==> src/rtl/usb_warmboot_sequencer.sv <==
// usb_warmboot_sequencer: drains USB TX, detaches D+, selects the image, then fires SB_WARMBOOT.
module usb_warmboot_sequencer #(
    parameter int         DETACH_CYCLES   = 4800000,
    parameter int         TXQUIET_CYCLES  = 96,
    parameter int         SETUP_CYCLES    = 16,
    parameter int         AUTOBOOT_CYCLES = 0,
    parameter logic [1:0] AUTOBOOT_IMAGE  = 2'd1,
    parameter int         CNT_W           = 24
) (
    input  logic       clk_48mhz,
    input  logic       reset,
    input  logic       boot_req,
    input  logic [1:0] boot_image,
    input  logic       usb_tx_en,
    input  logic       usb_activity,
    output logic       usb_pu,
    output logic       wb_s1,
    output logic       wb_s0,
    output logic       wb_boot,
    output logic       busy
);
    localparam logic [2:0] S_IDLE   = 3'd0;
    localparam logic [2:0] S_DRAIN  = 3'd1;
    localparam logic [2:0] S_DETACH = 3'd2;
    localparam logic [2:0] S_SETUP  = 3'd3;
    localparam logic [2:0] S_BOOT   = 3'd4;
    // Terminal count per timed state; a count of 0 still spends one cycle there.
    localparam logic [CNT_W-1:0] QUIET_LAST  = CNT_W'((TXQUIET_CYCLES  > 1) ? TXQUIET_CYCLES  - 1 : 0);
    localparam logic [CNT_W-1:0] DETACH_LAST = CNT_W'((DETACH_CYCLES   > 1) ? DETACH_CYCLES   - 1 : 0);
    localparam logic [CNT_W-1:0] SETUP_LAST  = CNT_W'((SETUP_CYCLES    > 1) ? SETUP_CYCLES    - 1 : 0);
    localparam logic [CNT_W-1:0] AUTO_LAST   = CNT_W'((AUTOBOOT_CYCLES > 1) ? AUTOBOOT_CYCLES - 1 : 0);
    localparam logic [CNT_W-1:0] CNT_ONE     = 1;
    localparam logic [CNT_W-1:0] CNT_MAX     = '1;
    localparam logic             AUTO_EN     = AUTOBOOT_CYCLES != 0;

    logic [2:0]       state, nxt;
    logic [CNT_W-1:0] cnt, cnt_nxt, last;
    logic [1:0]       img;
    logic             auto_hit, start, timer_done;

    assign auto_hit   = AUTO_EN && !usb_activity && !usb_tx_en && cnt == AUTO_LAST;
    assign start      = boot_req || auto_hit;
    assign last       = state == S_DRAIN ? QUIET_LAST : state == S_DETACH ? DETACH_LAST : SETUP_LAST;
    assign timer_done = cnt == last;

    // One counter serves as the idle auto-boot timer and as the per-state timer.
    always_comb begin
        nxt     = S_IDLE;
        cnt_nxt = '0;
        case (state)
            S_IDLE: begin
                nxt     = start ? S_DRAIN : S_IDLE;
                cnt_nxt = (start || usb_activity || usb_tx_en) ? '0 : cnt == CNT_MAX ? cnt : cnt + CNT_ONE;
            end
            S_DRAIN: begin
                nxt     = (!usb_tx_en && timer_done) ? S_DETACH : S_DRAIN;
                cnt_nxt = (usb_tx_en || timer_done) ? '0 : cnt + CNT_ONE;
            end
            S_DETACH: begin
                nxt     = timer_done ? S_SETUP : S_DETACH;
                cnt_nxt = timer_done ? '0 : cnt + CNT_ONE;
            end
            S_SETUP: begin
                nxt     = timer_done ? S_BOOT : S_SETUP;
                cnt_nxt = timer_done ? '0 : cnt + CNT_ONE;
            end
            S_BOOT:  nxt = S_BOOT;
            default: nxt = S_IDLE;
        endcase
    end

    // Outputs are registered from the next state so they move on the same edge as the FSM.
    always_ff @(posedge clk_48mhz) begin
        if (reset) begin
            state          <= S_IDLE;
            cnt            <= '0;
            img            <= 2'd0;
            usb_pu         <= 1'b1;
            {wb_s1, wb_s0} <= 2'b00;
            wb_boot        <= 1'b0;
            busy           <= 1'b0;
        end else begin
            state   <= nxt;
            cnt     <= cnt_nxt;
            if (state == S_IDLE)
                img <= boot_req ? boot_image : auto_hit ? AUTOBOOT_IMAGE : img;
            usb_pu  <= nxt == S_IDLE || nxt == S_DRAIN;
            if (nxt == S_SETUP)
                {wb_s1, wb_s0} <= img;
            wb_boot <= nxt == S_BOOT;
            busy    <= nxt != S_IDLE;
        end
    end
endmodule

==> config.mk <==
export PLATFORM = sky130hd
export DESIGN_NAME = usb_warmboot_sequencer
export DESIGN_NICKNAME = d
export VERILOG_FILES = /design/src/rtl/usb_warmboot_sequencer.sv
export SDC_FILE = /design/constraint.sdc
export NUM_CORES = 1
export LEC_CHECK = 0
export ABC_AREA = 0
export ABC_CLOCK_PERIOD_IN_PS = 2300
export BUFFER_PORTS_ARGS = -buffer_cell sky130_fd_sc_hd__buf_2
export CORE_MARGIN = 2
export CORE_UTILIZATION = 59
export CTS_CLUSTER_SIZE = 10
export DETAILED_ROUTE_END_ITERATION = 7
export GPL_ROUTABILITY_DRIVEN = 0
export PLACE_DENSITY_LB_ADDON = 0.1
export SLEW_MARGIN = 20
export SYNTH_ARGS = -nofsm -noshare
export SYNTH_HDL_FRONTEND = slang
export SYNTH_SLANG_ARGS = --single-unit
export TNS_END_PERCENT = 20
==> constraint.sdc <==
create_clock -name clk_48mhz -period 2.3 [get_ports clk_48mhz]
set_input_delay 0.345 -clock clk_48mhz [delete_from_list [all_inputs] [get_ports clk_48mhz]]
set_output_delay 0.345 -clock clk_48mhz [all_outputs]
set_load 0.01 [all_outputs]
==> metrics.yaml, run 1 <==
critical-path-slowest-cell: "dfxtp_1"
hold_buffers: 0
post_cts_resized: 0
synth_nets: 229
drtIter0Drc: 116
p_switching_mw: 0.2306
synthTopCellsByArea: "dfxtp_1, xor2_1, nor2_1"
finalSetupViolCount: 0
fmax_mhz: 487.8
cpPeakStageDelay_ns: 0.42
ys_seq_area_share_pct: 37.21
skew_ns: 0.005614
synthDominantCellAreaShare_pct: 37.21
fin_nets: 247
worst-slew-pin-transition_ns: 0.4273
cp.arrival_ns: 2.32
final_area_sq_um: 2021
syn_inst: 221
slew_headroom_pct: 71.29
insertion_delay_ns: 0.34
cp_top_family: "simple AND/OR/NAND/NOR gates"
grt_overflow: 0
cts.clk_slew.worst_paths_ns: 0.10
grt_pass1_vias: 1392
synth_area_leader_cell: "dfxtp_1"
dieWidth_um: 59.68
cap_violations: 0
status: "complete, no violations"
clock-sinks: 34
track_usage_pct: 23.44
postSynthAreaPerCell_sq_um: 8.277
powerDensity_nw_per_um2: 494.6
fillers: 262
grt_start_max_net_pins: 23
numCtsBuffers: 5
die_area_sq_um: 3562
numPortBuffers: 11
cp-start-kind: "flip-flop"
finalPower_mw: 0.9995
drc: 0
dp_hpwl_um: 2832
drive_above_1_share_pct: 15.42
cts_root_buffer: "clkbuf_4"
final_common_cell: "dfxtp_1"
diodes: 0
coreArea_sq_um: 3003
cts_max_level: 2
irDropWorstVdd_v: 0.0005302
cp_max_fo: 9
end_kind: "flip-flop"
rows: 20
maxSlewViolCount: 0
start_util_pct: 60.92
fin_util_pct: 67.29
multi_input_area_sq_um: 1085
place_area_sq_um: 1961
cp_cell_sequence: "nor3b_1 -> or4_1 -> a22oi_2 -> nand3_2 -> or3_1 -> a211oi_2"
tns_ns: 0
r2r_slack_ns: 0.25
seqPwrFrac_pct: 60.1
via_count: 1575
period_needed_ns: 2.050
required_ns: 2.57
final_cell_mix: "dfxtp_1, nor2_1, nand2_1, nand3_1, xor2_1"
ys_ff_latch: 34
via_per_inst: 5.769
wl_um: 3789
dr.pass1.iters: 4
finalHoldWorstSlack_ns: 0.2441
ant_nets: 0
post_cts_buffers: 0
die_height_um: 59.68
hold_class: "in -> reg"
num_io_pins: 12
intPower_mw: 0.7689
routedWlPerCell_um: 13.88
grt_pass1_wl_um: 6313
cp_num_buf_inv: 0
grt_setup_unrepaired: "false"
yosysWarnings: 0
tritoncts: "done"
area_growth_pct: 10.47
crit_type: "reg -> reg"
register_area_sq_um: 680.7
clockBufferDepth: 2
synth_cell_types: 44
clkPwrFrac_pct: 34.5
finalHoldViolCount: 0
period_share_pct: 89.12
p_leak_nw: 0.7635
antenna_found_initial: 0
netSwitchingFraction_pct: 23.07
syn-cell-area_sq_um: 1829
p_comb_share_pct: 5.4
## state kept, by name (all words and copies together) (netlist names)
signal,cells
wb_s0,1
state,3
img,2
wb_s1,1
cnt,24
wb_boot,1
usb_pu,1
busy,1
## kinds of logic (layout without fill, tap and decap cells)
group,count (synthesis),count (layout),share of synthesized area [%]
simple gates,119,119,34.47
buf+inv,13,32,3.488
compound gates,25,25,9.713
mux,7,7,3.899
flops,34,34,37.21
xor+xnor,22,22,10.53
fa+ha+maj,1,1,0.6839
## through the flow
stage	setup WS (ns)	instances
floorplan	0.4058	221
CTS	0.2697	273
detailed placement	0.2836	265
global route	0.08064	273
finish	0.2501	273
global placement	0.2796	265
## power by group through the flow
stage | logic (mW) | registers (mW) | clock network [mW]
detailed placement | 0.0540 | 0.614 | 0
finish | 0.0541 | 0.601 | 0.345
global placement | 0.0530 | 0.613 | 0
floorplan | 0.0353 | 0.612 | 0
global route | 0.0604 | 0.601 | 0.390
CTS | 0.0541 | 0.600 | 0.354
## cell type report
class / instances / area share (%)
clock buffer: 7 / 2.724
clock inverter: 1 / 0.2477
inverter: 3 / 0.5573
multi-input combinational: 174 / 53.68
sequential: 34 / 33.68
tap: 33 / 2.043
timing repair buffer: 21 / 7.059
## metal layers
layer  wire [um]  global-route usage (%)
met5           0                       0
met4          28                   7.619
met3         119                   6.494
met2        1687                   32.61
met1        1954                   34.78
## path summary, 6_finish.rpt
check	start	endpoint	cells after the start
setup reg to reg	state[0]	state[1]	6
hold reg to reg	wb_s1	wb_s1	2
hold / removal	boot_image[1]	img[1]	3
setup / recovery	state[0]	state[1]	6
## Yosys cell counts
cell type	n
a21oi_4	1
or2_2	1
a21oi_1	11
buf_2	5
nor3_1	4
nand2_1	20
nor3b_1	3
or2_4	1
mux2_2	1
and3_1	8
nor4b_1	1
and2_1	4
or3_1	3
nor2b_1	2
mux2i_1	6
o21bai_1	1
nand3_1	18
a21o_1	3
ha_1	1
nor2_1	28
a31oi_1	1
or3b_1	1
o21ba_2	2
a211oi_2	1
and4_1	3
inv_1	3
o211ai_1	1
dfxtp_1	34
and4b_1	1
o21ai_0	2
nand2b_1	5
a22oi_2	1
nand3b_1	1
xor2_1	16
nor4_1	4
nand3_2	1
xnor2_1	6
buf_4	2
clkbuf_1	2
or4_1	1
a22oi_1	1
clkbuf_2	1
nand4b_1	2
nand4_1	7
## worst reg2reg max path, stage by stage, from the launching register on
cell and delay, ns:
dfxtp_1 0.42, nor3b_1 0.19, or4_1 0.41, a22oi_2 0.31, nand3_2 0.12, or3_1 0.33, a211oi_2 0.21
(Power assumes the default switching activity.)
==> run 2, diff against run 1 <==
- MAX_ROUTING_LAYER: default -> met4
==> run 2 against run 1 <==
Setup slack better by 0.014 ns. Sequential share of layout area stayed put. Design area unchanged. Final cell count unchanged.
==> metrics.yaml, run 2 (synthesis gave the netlist of run 1 again) <==
num_io_pins: 12  # unchanged
via_count: 1568  # -0.44%
area_growth_pct: 10.47  # unchanged
ant_nets: 0  # unchanged
skew_ns: 0.005826  # +0.0002122 ns
powerDensity_nw_per_um2: 494.6  # about the same
largest_reg_flops: 24  # unchanged
post_cts_resized: 0  # unchanged
p_switching_mw: 0.2305  # about the same
numCtsBuffers: 5  # unchanged
cap_violations: 0  # unchanged
p_comb_share_pct: 5.4  # about the same
reg_top3: "cnt: 24 flops, state: 3 flops, img: 2 flops"
period_needed_ns: 2.036  # -0.01384 ns
regMostFlops: "cnt"
finalNonFillerCells: 273  # unchanged
diodes: 0  # unchanged
finalHoldViolCount: 0  # unchanged
cp-start-kind: "flip-flop"
critical-path-slowest-cell: "dfxtp_1"
tritoncts: "done"
grt_setup_unrepaired: "false"
grt_pass1_wl_um: 6306  # -0.11%
cp_max_fo: 9  # unchanged
cp.arrival_ns: 2.31  # about the same
coreArea_sq_um: 3003  # unchanged
status: "complete, no violations"
final_common_cell: "dfxtp_1"
die_area_sq_um: 3562  # unchanged
period_share_pct: 88.52  # -0.60 points
required_ns: 2.57  # about the same
cpPeakStageDelay_ns: 0.41  # about the same
cp_cell_sequence: "nor3b_1 -> or4_1 -> a22oi_2 -> nand3_2 -> or3_1 -> a211oi_2"
track_usage_pct: 24.12  # +0.68 points
grt_start_max_net_pins: 23  # unchanged
dp_cells: 265  # unchanged
post_cts_buffers: 0  # unchanged
antenna_found_initial: 0  # unchanged
dieWidth_um: 59.68  # unchanged
cts_root_buffer: "clkbuf_4"
hold_class: "in -> reg"
maxSlewViolCount: 0  # unchanged
end_kind: "flip-flop"
dp_hpwl_um: 2832  # unchanged
drtIter0Drc: 124  # +6.9%
p_leak_nw: 0.7635  # unchanged
wl_um: 3779  # -0.26%
worst-slew-pin-transition_ns: 0.4273  # unchanged
grt_overflow: 0  # unchanged
finalSetupViolCount: 0  # unchanged
irDropWorstVdd_v: 0.0005300  # about the same
clock-sinks: 34  # unchanged
cts.clk_slew.worst_paths_ns: 0.10  # about the same
netSwitchingFraction_pct: 23.07  # about the same
intPower_mw: 0.7689  # about the same
hold_buffers: 0  # unchanged
numPortBuffers: 11  # unchanged
start_util_pct: 60.92  # unchanged
fmax_mhz: 491.2  # +0.68%
fin_nets: 247  # unchanged
tns_ns: 0  # unchanged
routedWlPerCell_um: 13.84  # -0.26%
grt_pass1_vias: 1390  # -0.14%
cts_max_level: 2  # unchanged
clockBufferDepth: 2  # unchanged
rows: 20  # unchanged
insertion_delay_ns: 0.34  # about the same
seqPwrFrac_pct: 60.1  # about the same
dr.pass1.iters: 4  # unchanged
via_per_inst: 5.744  # -0.44%
die_height_um: 59.68  # unchanged
drc: 0  # unchanged
crit_type: "reg -> reg"
slew_headroom_pct: 71.29  # unchanged
final_cell_mix: "dfxtp_1, nor2_1, nand2_1, nand3_1, xor2_1"
drive_above_1_share_pct: 15.42  # unchanged
clkPwrFrac_pct: 34.5  # about the same
[run 2: cell counts in the layout (fill, tap and decap cells not counted)]
Identical to the previous run, type by type.
[run 2: worst max-delay path: cells and delay by family (launching register included)]
family / cells / cell delay [ns]
and+or+nand+nor: 4 / 1.04
AOI/OAI and AO/OA: 2 / 0.52
DFF: 1 / 0.41
[run 2: final timing paths]
path,depth (start not counted),slack [ns],endpoint,from
worst max-delay path,6,0.26,state[1],state[0]
worst min-delay path,3,0.24,img[1],boot_image[1]
worst max register to register,6,0.26,state[1],state[0]
worst min register to register,2,0.49,wb_s1,wb_s1
[run 2: power by group through the flow]
stage / clock (mW) / combinational, mW / sequential [mW]
5_1_grt: 0.390 / 0.0604 / 0.601
3_5_place_dp: 0 / 0.0540 / 0.614
2_1_floorplan: 0 / 0.0353 / 0.612
4_1_cts: 0.354 / 0.0541 / 0.600
3_3_place_gp: 0 / 0.0530 / 0.613
6_report: 0.345 / 0.0541 / 0.600
[run 2: area by class of cell]
cell class / count / area (sq um)
multi-input combinational: 174 / 1085
timing repair buffer: 21 / 142.6
fill: 262 / 982.2
sequential: 34 / 680.7
clock inverter: 1 / 5.005
tap: 33 / 41.29
inverter: 3 / 11.26
clock buffer: 7 / 55.05
[run 2: through the flow]
step	total power [mW]	util (%)	setup slack, ns	instance area (sq um)	hold WS [ns]
after floorplan	0.6472	-	0.4058	1829	0.4506
after global placement	0.6660	65.29	0.2796	1961	0.4564
after detailed placement	0.6677	65.29	0.2836	1961	0.4722
after CTS	1.008	67.29	0.2697	2021	0.2387
after global routing	1.052	67.29	0.08064	2021	0.2455
final	0.9994	67.29	0.2640	2021	0.2439
[run 2: routing by layer]
| layer | wire [um] | GRT usage (%) | part of all wire [%] | vias to the layer above |
|---|---|---|---|---|
| met5 | 0 | - | 0 | - |
| met4 | 25 | 7.619 | 0.66 | 0 |
| met3 | 118 | 6.494 | 3.1 | 4 |
| met2 | 1679 | 32.61 | 44 | 23 |
| met1 | 1956 | 34.78 | 52 | 734 |
| li1 | - | - | - | 807 |
==> run 3, diff against run 2 <==
- GPL_TIMING_DRIVEN: default -> 0
==> run 3 against run 2 <==
Clock skew is 0.0048 ns higher. Power about the same. Sequential cell count did not move. First-iteration DRC count decreased by 35%. Routed wire length rose by 3.0%. Non-clock buffer count decreased by 1. Die area did not move. Sequential share of layout area grew 0.32 points. Global-route usage grew 0.66 points. Sequential power about the same.
==> metrics.yaml, run 3 (synthesis gave the netlist of run 1 again) <==
netSwitchingFraction_pct: 23.38  # +0.31 points
slew_headroom_pct: 43.33  # -28 points
coreArea_sq_um: 3003  # unchanged
fmax_mhz: 459.0  # -6.6%
dieWidth_um: 59.68  # unchanged
required_ns: 2.53  # -0.04 ns
grt_pass1_wl_um: 6423  # +1.9%
wl_met1_um: 1854  # -5.2%
finalSetupViolCount: 0  # unchanged
p_leak_nw: 0.7436  # -2.6%
numPortBuffers: 11  # unchanged
cp_max_fo: 10  # +1
fin_nets: 246  # -0.40%
irDropWorstVdd_v: 0.0003593  # -32%
insertion_delay_ns: 0.35  # about the same
rows: 20  # unchanged
largest_reg_flops: 24  # unchanged
diodes: 0  # unchanged
place_area_sq_um: 1926  # -1.8%
tns_ns: 0  # unchanged
regMostFlops: "cnt"
start_util_pct: 60.92  # unchanged
wl_met3_um: 210  # +78%
p_switching_mw: 0.2335  # +1.3%
cts_max_level: 2  # unchanged
cp-start-kind: "flip-flop"
final_common_cell: "dfxtp_1"
dp_hpwl_um: 2891  # +2.1%
highest_layer: "met4"
numCtsBuffers: 5  # unchanged
hold_buffers: 0  # unchanged
cts_root_buffer: "clkbuf_4"
drtIter0Drc: 81  # -35%
post_cts_resized: 1  # +1
wl_um: 3894  # +3.0%
grt_pass1_vias: 1465  # +5.4%
worst_slack_ns: 0.1212  # -0.1428 ns
worst-slew-pin-transition_ns: 0.8383  # +0.4110 ns
clockBufferDepth: 2  # unchanged
cap_violations: 0  # unchanged
ant_nets: 0  # unchanged
num_io_pins: 12  # unchanged
seqPwrFrac_pct: 60.0  # about the same
dr.pass1.iters: 4  # unchanged
final_area_sq_um: 2002  # -0.93%
period_needed_ns: 2.179  # +0.1428 ns
routedWlPerCell_um: 14.32  # +3.4%
hold_class: "in -> reg"
via_per_inst: 5.971  # +4.0%
die_height_um: 59.68  # unchanged
end_kind: "flip-flop"
final_cell_mix: "dfxtp_1, nor2_1, nand2_1, nand3_1"
post_cts_buffers: 0  # unchanged
period_share_pct: 94.73  # +6.2 points
register_area_sq_um: 680.7  # unchanged
clock-sinks: 34  # unchanged
finalHoldViolCount: 0  # unchanged
pre_cts_slack_ns: -0.1015  # -0.3851 ns
finalPower_mw: 0.9989  # about the same
fillers: 259  # -1.1%
cp.arrival_ns: 2.41  # +0.10 ns
maxSlewViolCount: 0  # unchanged
skew_ns: 0.01067  # +0.004843 ns
drc: 0  # unchanged
via_count: 1624  # +3.6%
grt_start_max_net_pins: 11  # -52%
area_growth_pct: 9.439
grt_overflow: 0  # unchanged
antenna_found_initial: 0  # unchanged
drive_above_1_share_pct: 16.32  # +0.90 points
cts.clk_slew.worst_paths_ns: 0.11  # about the same
wl_met2_um: 1760  # +4.8%
multi_input_area_sq_um: 1105  # +1.8%
powerDensity_nw_per_um2: 499.0  # +0.88%
p_comb_share_pct: 5.4  # about the same
intPower_mw: 0.7654  # -0.46%
reg_top3: "cnt: 24 flops, state: 3 flops, img: 2 flops"
tritoncts: "done"
clkPwrFrac_pct: 34.6  # about the same
track_usage_pct: 24.78  # +0.66 points
finalHoldWorstSlack_ns: 0.2486  # +0.004683 ns
die_area_sq_um: 3562  # unchanged
status: "complete, no violations"
crit_type: "reg -> reg"
==> run 3: cell types whose count changed in the layout (fill, tap and decap cells not counted) <==
cell / previous run / this run
buf_12: 1 / 0
or3_1: 3 / 2
buf_4: 9 / 2
or3_4: 0 / 1
nor2b_2: 0 / 1
buf_2: 11 / 16
nor2b_1: 2 / 1
nor4_2: 0 / 2
clkbuf_2: 0 / 1
nor4_1: 4 / 2
clkbuf_1: 1 / 2
==> run 3: final timing paths <==
kind | startpoint | slack [ns] | to | cells past startpoint
setup / recovery | state[0] | 0.12 | cnt[1] | 8
hold / removal | boot_image[1] | 0.25 | img[1] | 3
setup reg to reg | state[0] | 0.12 | cnt[1] | 8
hold reg to reg | wb_s1 | 0.48 | wb_s1 | 2
==> run 3: critical path, cell delays in order (launching register included) <==
cell and delay, ns:
dfxtp_1 0.38, or3b_1 0.36, buf_2 0.16, or2_4 0.26, a21oi_4 0.19, a21o_1 0.19, a21o_1 0.20, buf_2 0.24
a21oi_1 0.06
==> run 3: metal layers <==
layer,GRT usage (%),up-vias
li1,-,805
met1,33.42,765
met2,35.71,47
met3,6.277,7
met4,9.206,0
met5,-,-
==> run 3: power groups by stage <==
stage               Combinational, mW  Clock, mW  Sequential, mW
finish                         0.0539      0.346           0.599
global route                   0.0585      0.378           0.600
CTS                            0.0537      0.355           0.599
detailed placement             0.0525          0           0.612
global placement               0.0504          0           0.612
floorplan                      0.0353          0           0.612
==> run 3: cell type report <==
cell class / instances / area share (%)
clock buffer: 7 / 2.750
sequential: 34 / 34.00
timing repair buffer: 11 / 2.750
buffer: 9 / 2.437
clock inverter: 1 / 0.2500
multi-input combinational: 174 / 55.19
tap: 33 / 2.063
inverter: 3 / 0.5625
==> run 3: per-stage QoR <==
step	utilization [%]	instances
2_1_floorplan	-	221
3_3_place_gp	64.13	265
3_5_place_dp	64.13	265
4_1_cts	66.33	273
5_1_grt	66.67	272
6_report	66.67	272
